`src/rtl/led_pkg.sv`:
```
// led_pkg: shared types and defaults for the LED divider sequencer slice.
// Rev 1.0
`default_nettype none

package led_pkg;

  localparam int DIV_W_DEF = 12;

  typedef enum logic [1:0] {
    IDLE  = 2'd0,
    LOAD  = 2'd1,
    DWELL = 2'd2,
    STEP  = 2'd3
  } led_seq_st_t;

  typedef struct packed {
    logic [DIV_W_DEF-1:0] start;
    logic [DIV_W_DEF-1:0] stop;
    logic [DIV_W_DEF-1:0] step;
    logic                 loop;
  } led_seq_cmd_t;

endpackage

`default_nettype wire

```
`src/rtl/led_div_seq_if.sv`:
```
// led_div_seq_if: ramp command, abort and counter-write bundle of led_div_seq.
// Rev 1.0
`default_nettype none

interface led_div_seq_if
  import led_pkg::*;
#(
  parameter int DIV_W = DIV_W_DEF
);

  logic             cmd_valid_i;
  logic             cmd_ready_o;
  logic [DIV_W-1:0] cmd_start_i;
  logic [DIV_W-1:0] cmd_stop_i;
  logic [DIV_W-1:0] cmd_step_i;
  logic             cmd_loop_i;
  logic             abort_i;
  logic [DIV_W-1:0] div_o;
  logic             wren_o;
  logic             busy_o;
  logic             done_o;

  modport master (
    output cmd_valid_i, cmd_start_i, cmd_stop_i, cmd_step_i, cmd_loop_i, abort_i,
    input  cmd_ready_o, div_o, wren_o, busy_o, done_o
  );

  modport slave (
    input  cmd_valid_i, cmd_start_i, cmd_stop_i, cmd_step_i, cmd_loop_i, abort_i,
    output cmd_ready_o, div_o, wren_o, busy_o, done_o
  );

endinterface

`default_nettype wire

```
`src/rtl/led_dwell_tmr.sv`:
```
// led_dwell_tmr: loadable down-counter; expire_o is high while the count sits at zero.
// Rev 1.0
`default_nettype none

module led_dwell_tmr #(
  parameter int DWELL_W = 24
) (
  input  wire logic               clk,
  input  wire logic               rst,
  input  wire logic               load_i,
  input  wire logic [DWELL_W-1:0] load_val_i,
  output logic                    expire_o
);

  logic [DWELL_W-1:0] cnt;

  always_ff @(posedge clk) begin
    if (rst) begin
      cnt <= '0;
    end else if (load_i) begin
      cnt <= load_val_i;
    end else if (cnt != '0) begin
      cnt <= cnt - DWELL_W'(1);
    end
  end

  assign expire_o = (cnt == '0);

endmodule

`default_nettype wire

```
`src/rtl/led_div_seq.sv`:
```
// led_div_seq: paced divider ramp writer for the LED counter; build option
// LED_DIV_SEQ_BOUNCE_EN makes loop mode ping-pong between the endpoints. Rev 1.0
`default_nettype none

module led_div_seq
  import led_pkg::*;
#(
  parameter int DIV_W     = DIV_W_DEF,
  parameter int DWELL_CYC = 10_000_000,
  parameter int DWELL_W   = 24
) (
  input wire logic     clk100,
  input wire logic     rst,
  led_div_seq_if.slave bus
);

  // The write cycle itself counts toward the dwell, so the timer covers DWELL_CYC-1 cycles.
  localparam logic [DWELL_W-1:0] DWELL_LD  = (DWELL_CYC >= 2) ? DWELL_W'(DWELL_CYC - 2) : '0;
  localparam bit                 DWELL_ONE = (DWELL_CYC == 1);

  led_seq_st_t      state, state_nxt;
  logic [DIV_W-1:0] start_val, stop_val, step_val, div;
  logic             loop_en, ascend, at_last, wren, done;
  logic             ready, accept, expire, tmr_load, dwell_done;
  logic             go_load, go_step, one_shot_end, bounce;
  logic             dir_up, nxt_last;
  logic [DIV_W-1:0] target, nxt_val;
  logic [DIV_W:0]   nxt_ext;

  led_dwell_tmr #(.DWELL_W(DWELL_W)) u_tmr (
    .clk        (clk100),
    .rst        (rst),
    .load_i     (tmr_load),
    .load_val_i (DWELL_LD),
    .expire_o   (expire)
  );

  // Next point in DIV_W+1 bits: overshoot in either direction clamps to the target.
  always_comb begin
    bounce = 1'b0;
    dir_up = ascend;
    target = stop_val;
`ifdef LED_DIV_SEQ_BOUNCE_EN
    if (at_last && loop_en && (start_val != stop_val)) begin
      bounce = 1'b1;
      dir_up = ~ascend;
      target = start_val;
    end
`endif
    if (dir_up) begin
      nxt_ext  = {1'b0, div} + {1'b0, step_val};
      nxt_last = (nxt_ext >= {1'b0, target});
    end else begin
      nxt_ext  = {1'b0, div} - {1'b0, step_val};
      nxt_last = ($signed(nxt_ext) <= $signed({1'b0, target}));
    end
    nxt_val = nxt_last ? target : nxt_ext[DIV_W-1:0];
  end

  always_ff @(posedge clk100) begin
    if (rst) begin
      state <= IDLE;
    end else begin
      state <= state_nxt;
    end
  end

  always_comb begin
    state_nxt    = state;
    ready        = (state == IDLE) && !rst && !done;
    accept       = 1'b0;
    tmr_load     = 1'b0;
    dwell_done   = 1'b0;
    go_load      = 1'b0;
    go_step      = 1'b0;
    one_shot_end = 1'b0;
    case (state)
      IDLE: begin
        if (bus.cmd_valid_i && ready) begin
          accept    = 1'b1;
          go_load   = 1'b1;
          state_nxt = LOAD;
        end
      end
      LOAD, STEP: begin
        tmr_load   = 1'b1;
        dwell_done = DWELL_ONE;
        state_nxt  = DWELL;
      end
      DWELL:   dwell_done = expire;
      default: state_nxt = IDLE;
    endcase
    if (dwell_done) begin
      if (!at_last || bounce) begin
        go_step   = 1'b1;
        state_nxt = STEP;
      end else if (loop_en) begin
        go_load   = 1'b1;
        state_nxt = LOAD;
      end else begin
        one_shot_end = 1'b1;
        state_nxt    = IDLE;
      end
    end
    if ((state != IDLE) && bus.abort_i) begin
      go_load      = 1'b0;
      go_step      = 1'b0;
      one_shot_end = 1'b0;
      state_nxt    = IDLE;
    end
  end

  always_ff @(posedge clk100) begin
    if (rst) begin
      start_val <= '0;
      stop_val  <= '0;
      step_val  <= '0;
      loop_en   <= 1'b0;
      ascend    <= 1'b0;
      at_last   <= 1'b0;
      div       <= '0;
      wren      <= 1'b0;
      done      <= 1'b0;
    end else begin
      wren <= go_load || go_step;
      done <= one_shot_end;
      if (accept) begin
        start_val <= bus.cmd_start_i;
        stop_val  <= bus.cmd_stop_i;
        step_val  <= (bus.cmd_step_i == '0) ? DIV_W'(1) : bus.cmd_step_i;
        loop_en   <= bus.cmd_loop_i;
        ascend    <= (bus.cmd_start_i <= bus.cmd_stop_i);
        div       <= bus.cmd_start_i;
        at_last   <= (bus.cmd_start_i == bus.cmd_stop_i);
      end else if (go_load) begin
        div     <= start_val;
        at_last <= (start_val == stop_val);
      end else if (go_step) begin
        div     <= nxt_val;
        at_last <= nxt_last;
`ifdef LED_DIV_SEQ_BOUNCE_EN
        if (bounce) begin
          start_val <= stop_val;
          stop_val  <= start_val;
          ascend    <= ~ascend;
        end
`endif
      end
    end
  end

  assign bus.cmd_ready_o = ready;
  assign bus.div_o       = div;
  assign bus.wren_o      = wren;
  assign bus.busy_o      = (state != IDLE);
  assign bus.done_o      = done;

endmodule

`default_nettype wire

```
`src/flat_wrapper.sv`:
```
// flat-port wrapper written by rule: the top's interface ports become plain ports
module led_div_seq_flat import led_pkg::*;
#(
  parameter int DIV_W     = DIV_W_DEF,
  parameter int DWELL_CYC = 10_000_000,
  parameter int DWELL_W   = 24
)
  (clk100, rst, bus_cmd_valid_i, bus_cmd_start_i, bus_cmd_stop_i, bus_cmd_step_i, bus_cmd_loop_i, bus_abort_i, bus_cmd_ready_o, bus_div_o, bus_wren_o, bus_busy_o, bus_done_o);
  led_div_seq_if #(.DIV_W(DIV_W)) bus_i ();
  input wire logic clk100;
  input wire logic rst;
  input wire logic [$bits(bus_i.cmd_valid_i)-1:0] bus_cmd_valid_i;
  input wire logic [$bits(bus_i.cmd_start_i)-1:0] bus_cmd_start_i;
  input wire logic [$bits(bus_i.cmd_stop_i)-1:0] bus_cmd_stop_i;
  input wire logic [$bits(bus_i.cmd_step_i)-1:0] bus_cmd_step_i;
  input wire logic [$bits(bus_i.cmd_loop_i)-1:0] bus_cmd_loop_i;
  input wire logic [$bits(bus_i.abort_i)-1:0] bus_abort_i;
  output wire logic [$bits(bus_i.cmd_ready_o)-1:0] bus_cmd_ready_o;
  output wire logic [$bits(bus_i.div_o)-1:0] bus_div_o;
  output wire logic [$bits(bus_i.wren_o)-1:0] bus_wren_o;
  output wire logic [$bits(bus_i.busy_o)-1:0] bus_busy_o;
  output wire logic [$bits(bus_i.done_o)-1:0] bus_done_o;
  assign bus_i.cmd_valid_i = bus_cmd_valid_i;
  assign bus_i.cmd_start_i = bus_cmd_start_i;
  assign bus_i.cmd_stop_i = bus_cmd_stop_i;
  assign bus_i.cmd_step_i = bus_cmd_step_i;
  assign bus_i.cmd_loop_i = bus_cmd_loop_i;
  assign bus_i.abort_i = bus_abort_i;
  assign bus_cmd_ready_o = bus_i.cmd_ready_o;
  assign bus_div_o = bus_i.div_o;
  assign bus_wren_o = bus_i.wren_o;
  assign bus_busy_o = bus_i.busy_o;
  assign bus_done_o = bus_i.done_o;
  led_div_seq #(.DIV_W(DIV_W), .DWELL_CYC(DWELL_CYC), .DWELL_W(DWELL_W)) u_core (.clk100(clk100), .rst(rst), .bus(bus_i));
endmodule
```
`config.mk`:
```
export PLATFORM = sky130hd
export DESIGN_NAME = led_div_seq_flat
export DESIGN_NICKNAME = d
export VERILOG_FILES = /design/src/rtl/led_pkg.sv /design/src/rtl/led_div_seq_if.sv /design/src/rtl/led_dwell_tmr.sv /design/src/rtl/led_div_seq.sv /design/src/flat_wrapper.sv
export SDC_FILE = /design/constraint.sdc
export NUM_CORES = 1
export LEC_CHECK = 0
export ABC_AREA = 1
export CAP_MARGIN = 5
export CORE_MARGIN = 4
export CORE_UTILIZATION = 35
export CTS_CLUSTER_DIAMETER = 30
export DETAILED_ROUTE_END_ITERATION = 16
export PLACE_DENSITY = 0.6
export SYNTH_ARGS = -nofsm -noshare
export SYNTH_HDL_FRONTEND = slang
export SYNTH_SLANG_ARGS = --single-unit
```
`constraint.sdc`:
```
create_clock -name clk100 -period 8.9 [get_ports clk100]
set_input_delay 2.225 -clock clk100 [delete_from_list [all_inputs] [get_ports clk100]]
set_output_delay 2.225 -clock clk100 [all_outputs]
set_load 0.005 [all_outputs]
```
* After elaboration in Yosys (flattened, before gate mapping)
Cells that the tools add are included.
** Word-level totals
- Input bits :: 41
- Flip-flop bits (word level) :: 79
** Cells by class
- Reductions and logical operators :: 20
- Magnitude comparators :: 3
- Mux-type cells :: 29
- $add $sub $neg :: 3
- Equal/unequal tests :: 6
- Bitwise gates (word level) :: 2
** Operators by type and width (count)
- 12-bit two-way mux :: 6
- 24-bit two-way mux :: 2
- 12-bit == test :: 2
- 24-bit zero test :: 1
- 24-bit nonzero test :: 1
- 24-bit by 1-bit subtractor with 24-bit output (second input constant) :: 1
- 1-bit two-way mux :: 17
- 12-bit by 12-bit adder with 13-bit output :: 1
- 13-bit by 12-bit >= comparator with 1-bit output :: 1
- 13-bit less-or-equal comparator :: 1
- 12-bit by 12-bit subtractor with 13-bit output :: 1
- 12-bit less-or-equal comparator :: 1
- 12-bit zero test :: 1
- 2-bit two-way mux :: 3
- 3-bit nonzero test :: 2
- 2-bit OR reduction :: 3
- 2-bit == test (second input constant) :: 2
- 1-bit logical AND :: 4
- 2-bit one-hot mux with 2 select lines :: 1
- 2-bit nonzero test :: 2
- 4-bit OR reduction :: 1
- 3-bit by 2-bit inequality test with 1-bit output (second input constant) :: 1
- 2-bit by 1-bit == test with 1-bit output (second input constant) :: 1
- 1-bit zero test :: 2
- other kinds (4) :: 5

* Depth between registers and ports, before layout
- Word-level depth :: 12
- Depth in mapped cells :: 30

* Cells and area by module
Synthesis repeated with hierarchy kept, for this count alone.
** Second synthesis, totals
- Cell total of the unflattened synthesis :: 979
- Area, all modules :: 6596.3 um2
** Modules (own cells, without submodules)
- led_div_seq :: times used 1, area each 4804.6 um2, cells an instance 700
- led_dwell_tmr :: times used 1, area each 1791.7 um2, cells an instance 279

* Least setup slack after synthesis
Ideal clock, no wire load.
- Path type :: input-to-output
- Start point :: in rst
- End point :: out bus_cmd_ready_o
- Path slack :: 4.061 ns
- Buffers on the path :: 0
- Stages :: 3
- Arrival :: 2.614 ns
- Path through :: nor2_2 inv_2 nor3_2
** On the way
- Cells in the longest elaborated chain, start to end :: 3
** Ends and longest elaborated chain
- start, declared :: line flat_wrapper.sv:11 : input wire logic rst;
- 1-bit zero test :: line led_div_seq.sv:70 : ready = (state == IDLE) && !rst && !done;
- 1-bit logical AND (2 in series) :: line led_div_seq.sv:70
- end, declared :: line flat_wrapper.sv:18 : output wire logic [$bits(bus_i.cmd_ready_o)-1:0] bus_cmd_ready_o;
No other way between the ends.

* Worst setup path after layout
Same ends and word-level chain as after synthesis.

==> impl_metrics.csv <==
group,metric,value,unit
global_route,grtUsageMet3,4.86,%
logic_synthesis,synth_edf_count,0,
logic_synthesis,synthMuxAreaShare,0,%
run,maxCapViolations,0,
global_route,grt_pass1_wl,28600,µm
layout,num_antenna_cells,0,
logic_synthesis,synth.area.top_cells,"sky130_fd_sc_hd__dfxtp_1, sky130_fd_sc_hd__ha_1, sky130_fd_sc_hd__nand2_1, sky130_fd_sc_hd__a21oi_1, sky130_fd_sc_hd__inv_1",
clock_network,post-cts-setup-buffer-count,0,
critical_path,rrSetupSlack,4.63,ns
route,wl,17400,µm
logic_synthesis,yosysWarningCount,0,
global_route,grt_antenna_before_repair,0,
clock_network,cts_repair_resize_count,0,
sta,hold_viol,0,
logic_synthesis,synth_compound_area_share,17.2,%
critical_path,critPathKind,"in2out",
route,drt_iter0_drc,414,
power,power_per_cell_area,246,nW/µm²
clock_network,cts.path.max_buffers,2,
clock_network,clock_latency_reported_for_the_late_side_of_the_worst_skew_pair,0.35,ns
logic_synthesis,synth_top_family_by_area,"simple AND/OR/NAND/NOR gates",
min_path,min_path_cells,1,
sta,unrepaired_setup_endpoints_after_global_routing,"false",
critical_path,crit_path_max_fanout,38,
floorplanning,initial_core_util,35.9,%
route,vias_per_cell,5.06,
layout,post_route_cells_drive_above_1_share,5.30,%
place,port_buffers,56,
logic_synthesis,yosys.area_share.adder,13.4,%
global_route,global_route.peak_usage_layer,"met2",
global_route,global_route.overflow_total,0,
sta,fmax,161,MHz
floorplanning,chipWidth,139,µm
logic_synthesis,mappedNetlistArea,5990,µm²
min_path,hold_class,"reg2reg",
global_route,first_global_vias,5479,
critical_path,crit_arrival,3.99,ns
place,place.detailed.hpwl,13300,µm
min_path,hp-start,"u_core.u_tmr.cnt[0]",
clock_network,path_clk_slew,0.07,ns
power,leakage,3.25,nW
floorplanning,die-area,19300,µm²
layout,flow.area_growth_from_synthesis,16.9,%
clock_network,cts_made_buffers,9,
sta,setup_viol_count_final,0,
critical_path,rr_worst_depth,23,
floorplanning,placement_rows,47,
clock_network,htree_levels,3,
clock_network,post_cts_hold_buffer_count,0,
critical_path,setup.worst_path.end_class,"primary output",
global_route,grt_start_max_net_pins,64,
logic_synthesis,post_synthesis_net_count,1002,
global_route,gr-usage-met1,25.7,%
logic_synthesis,async_reset_ff_share,0,%
logic_synthesis,synth_sequential_area_ratio,26.4,%
clock_network,cts-root-buf,"sky130_fd_sc_hd__clkbuf_16",
floorplanning,top_level_ports,57,
layout,most_frequent_standard_cell_in_the_layout_excluding_fill_and_tap_cells,"sky130_fd_sc_hd__nand2_1",
route,post_drt_wl_per_cell,15.0,µm
global_route,globalRouteMet2Util,27.4,%
critical_path,ff_to_ff_end,"u_core.bus.div_o[11]",
logic_synthesis,postSynth.topFlopCell,"sky130_fd_sc_hd__dfxtp_1",
route,first_pass_iters,5,
sta,final.period_utilization,69.9,%
route,route.detailed.drc,0,
clock_network,cts.sinks,79,
sta,slew_viol_final,0,
floorplanning,core,16700,µm²
min_path,worstHoldEndpoint,"u_core.u_tmr.cnt[0]",
clock_network,tritoncts_clock_tree,"built",
logic_synthesis,synth_simple_gate_area_share,28.8,%
sta,fin_crit,6.22,ns
layout,commonest_non_fill_non_tap_cells_in_the_layout,"sky130_fd_sc_hd__nand2_1, sky130_fd_sc_hd__inv_1, sky130_fd_sc_hd__a21oi_1",
route,final_antenna_net_count,0,
critical_path,timing.critical_path.required,6.68,ns
global_route,gr-usage-all-layers,18.1,%
sta,holdWs,0.461,ns
logic_synthesis,count_of_different_cell_masters_after_synthesis,41,
place,place.gp.congestion,0.871,
critical_path,rr_startpoint,"u_core.bus.div_o[0]",
power,peakVddDrop,0.150,mV
sta,relSlewSlack,38.4,%
status,outcome,"completed",
logic_synthesis,synthesis.area_per_instance,6.67,µm²
sta,worst_clock_skew,0.00749,ns
logic_synthesis,yosys_register_bits,79,
route,vias,5888,
sta,worst_slew_pin_slew,0.923,ns
logic_synthesis,netlist_instances,898,
critical_path,start_kind,"input port",
logic_synthesis,post-synth-top-area-fraction,26.4,%
layout,nets,1043,
logic_synthesis,synth_xor_xnor_area_share,3.51,%
logic_synthesis,yosysTopAreaCell,"sky130_fd_sc_hd__dfxtp_1",
sta,setup_total_negative_slack,0,ns
floorplanning,fp.dieH,139,µm
Yosys cell counts (all sizes together) (2+ instances only):
cell type  count
nand2        190
inv          131
a21oi        105
dfxtp         79
nor2          76
nand3         68
ha            61
o21ai         59
nor3          19
clkbuf        18
xor2          16
nand4         12
buf           10
a31oi          9
a211oi         8
xnor2          8
nor4           6
and2           5
nand3b         4
o21a           4
fa             2
o21bai         2
logic make-up (layout without fill, tap and decap cells):
logic type,Yosys count,in the layout
fa+ha+maj,63,63
simple gates,383,383
compound gates,190,190
flops,79,79
xor+xnor,24,24
buf+inv,159,205
sequential cells by signal, indices dropped and copies added (netlist names):
register and count:
u_core.u_tmr.cnt 24, u_core.bus.div_o 12, u_core.start_val 12, u_core.step_val 12
u_core.stop_val 12, u_core.state 2, u_core.ascend 1, u_core.at_last 1
u_core.bus.done_o 1, u_core.bus.wren_o 1, u_core.loop_en 1
worst max-delay path by stage:
stage                     startpoint              end  slack (ns)  depth (start not counted)
after floorplan                  rst  bus_cmd_ready_o        4.06                          3
after global placement           rst  bus_cmd_ready_o        2.71                          6
after detailed placement         rst  bus_cmd_ready_o        2.67                          6
after CTS                        rst  bus_cmd_ready_o        2.67                          6
after global routing             rst  bus_cmd_ready_o        2.57                          6
final                            rst  bus_cmd_ready_o        2.68                          6
critical path, stage by stage:
cell and delay (ns):
sky130_fd_sc_hd__clkdlybuf4s50_1 0.39, sky130_fd_sc_hd__buf_4 0.28, sky130_fd_sc_hd__nor2_2 0.25, sky130_fd_sc_hd__inv_2 0.13
sky130_fd_sc_hd__nor3_2 0.17, sky130_fd_sc_hd__clkdlybuf4s50_1 0.53
routing by layer:
metal	vias to the layer above	share of wire (%)
met4	0	1.5
li1	3039	-
met5	-	0
met2	143	43
met1	2685	49
met3	21	5.8
per-stage QoR:
stage / cell area [µm²] / total power [mW] / std cells / worst slack, ns / util, %
after floorplan: 5990 / 1.13 / 898 / 4.06 / -
after global placement: 6700 / 1.33 / 1148 / 2.71 / 40.1
after detailed placement: 6700 / 1.34 / 1148 / 2.67 / 40.1
after CTS: 7000 / 1.72 / 1164 / 2.67 / 41.9
after global routing: 7000 / 1.88 / 1164 / 2.57 / 41.9
final: 7000 / 1.72 / 1164 / 2.68 / 41.9
cell type report:
| cell class | count | area (µm²) |
|---|---|---|
| clock buffers | 10 | 229 |
| inverters | 131 | 499 |
| flip-flops and latches | 79 | 1580 |
| repair buffers | 58 | 576 |
| well taps | 220 | 275 |
| fillers | 1811 | 9700 |
| clock inverters | 6 | 70.1 |
| multi-input cells | 660 | 3770 |
power by group:
part / total [mW] / internal, mW / switching (mW)
combinational: 0.843 / 0.309 / 0.534
sequential: 0.496 / 0.423 / 0.0738
clock: 0.381 / 0.219 / 0.161
Note: power is estimated with default switching activity, not from simulation.
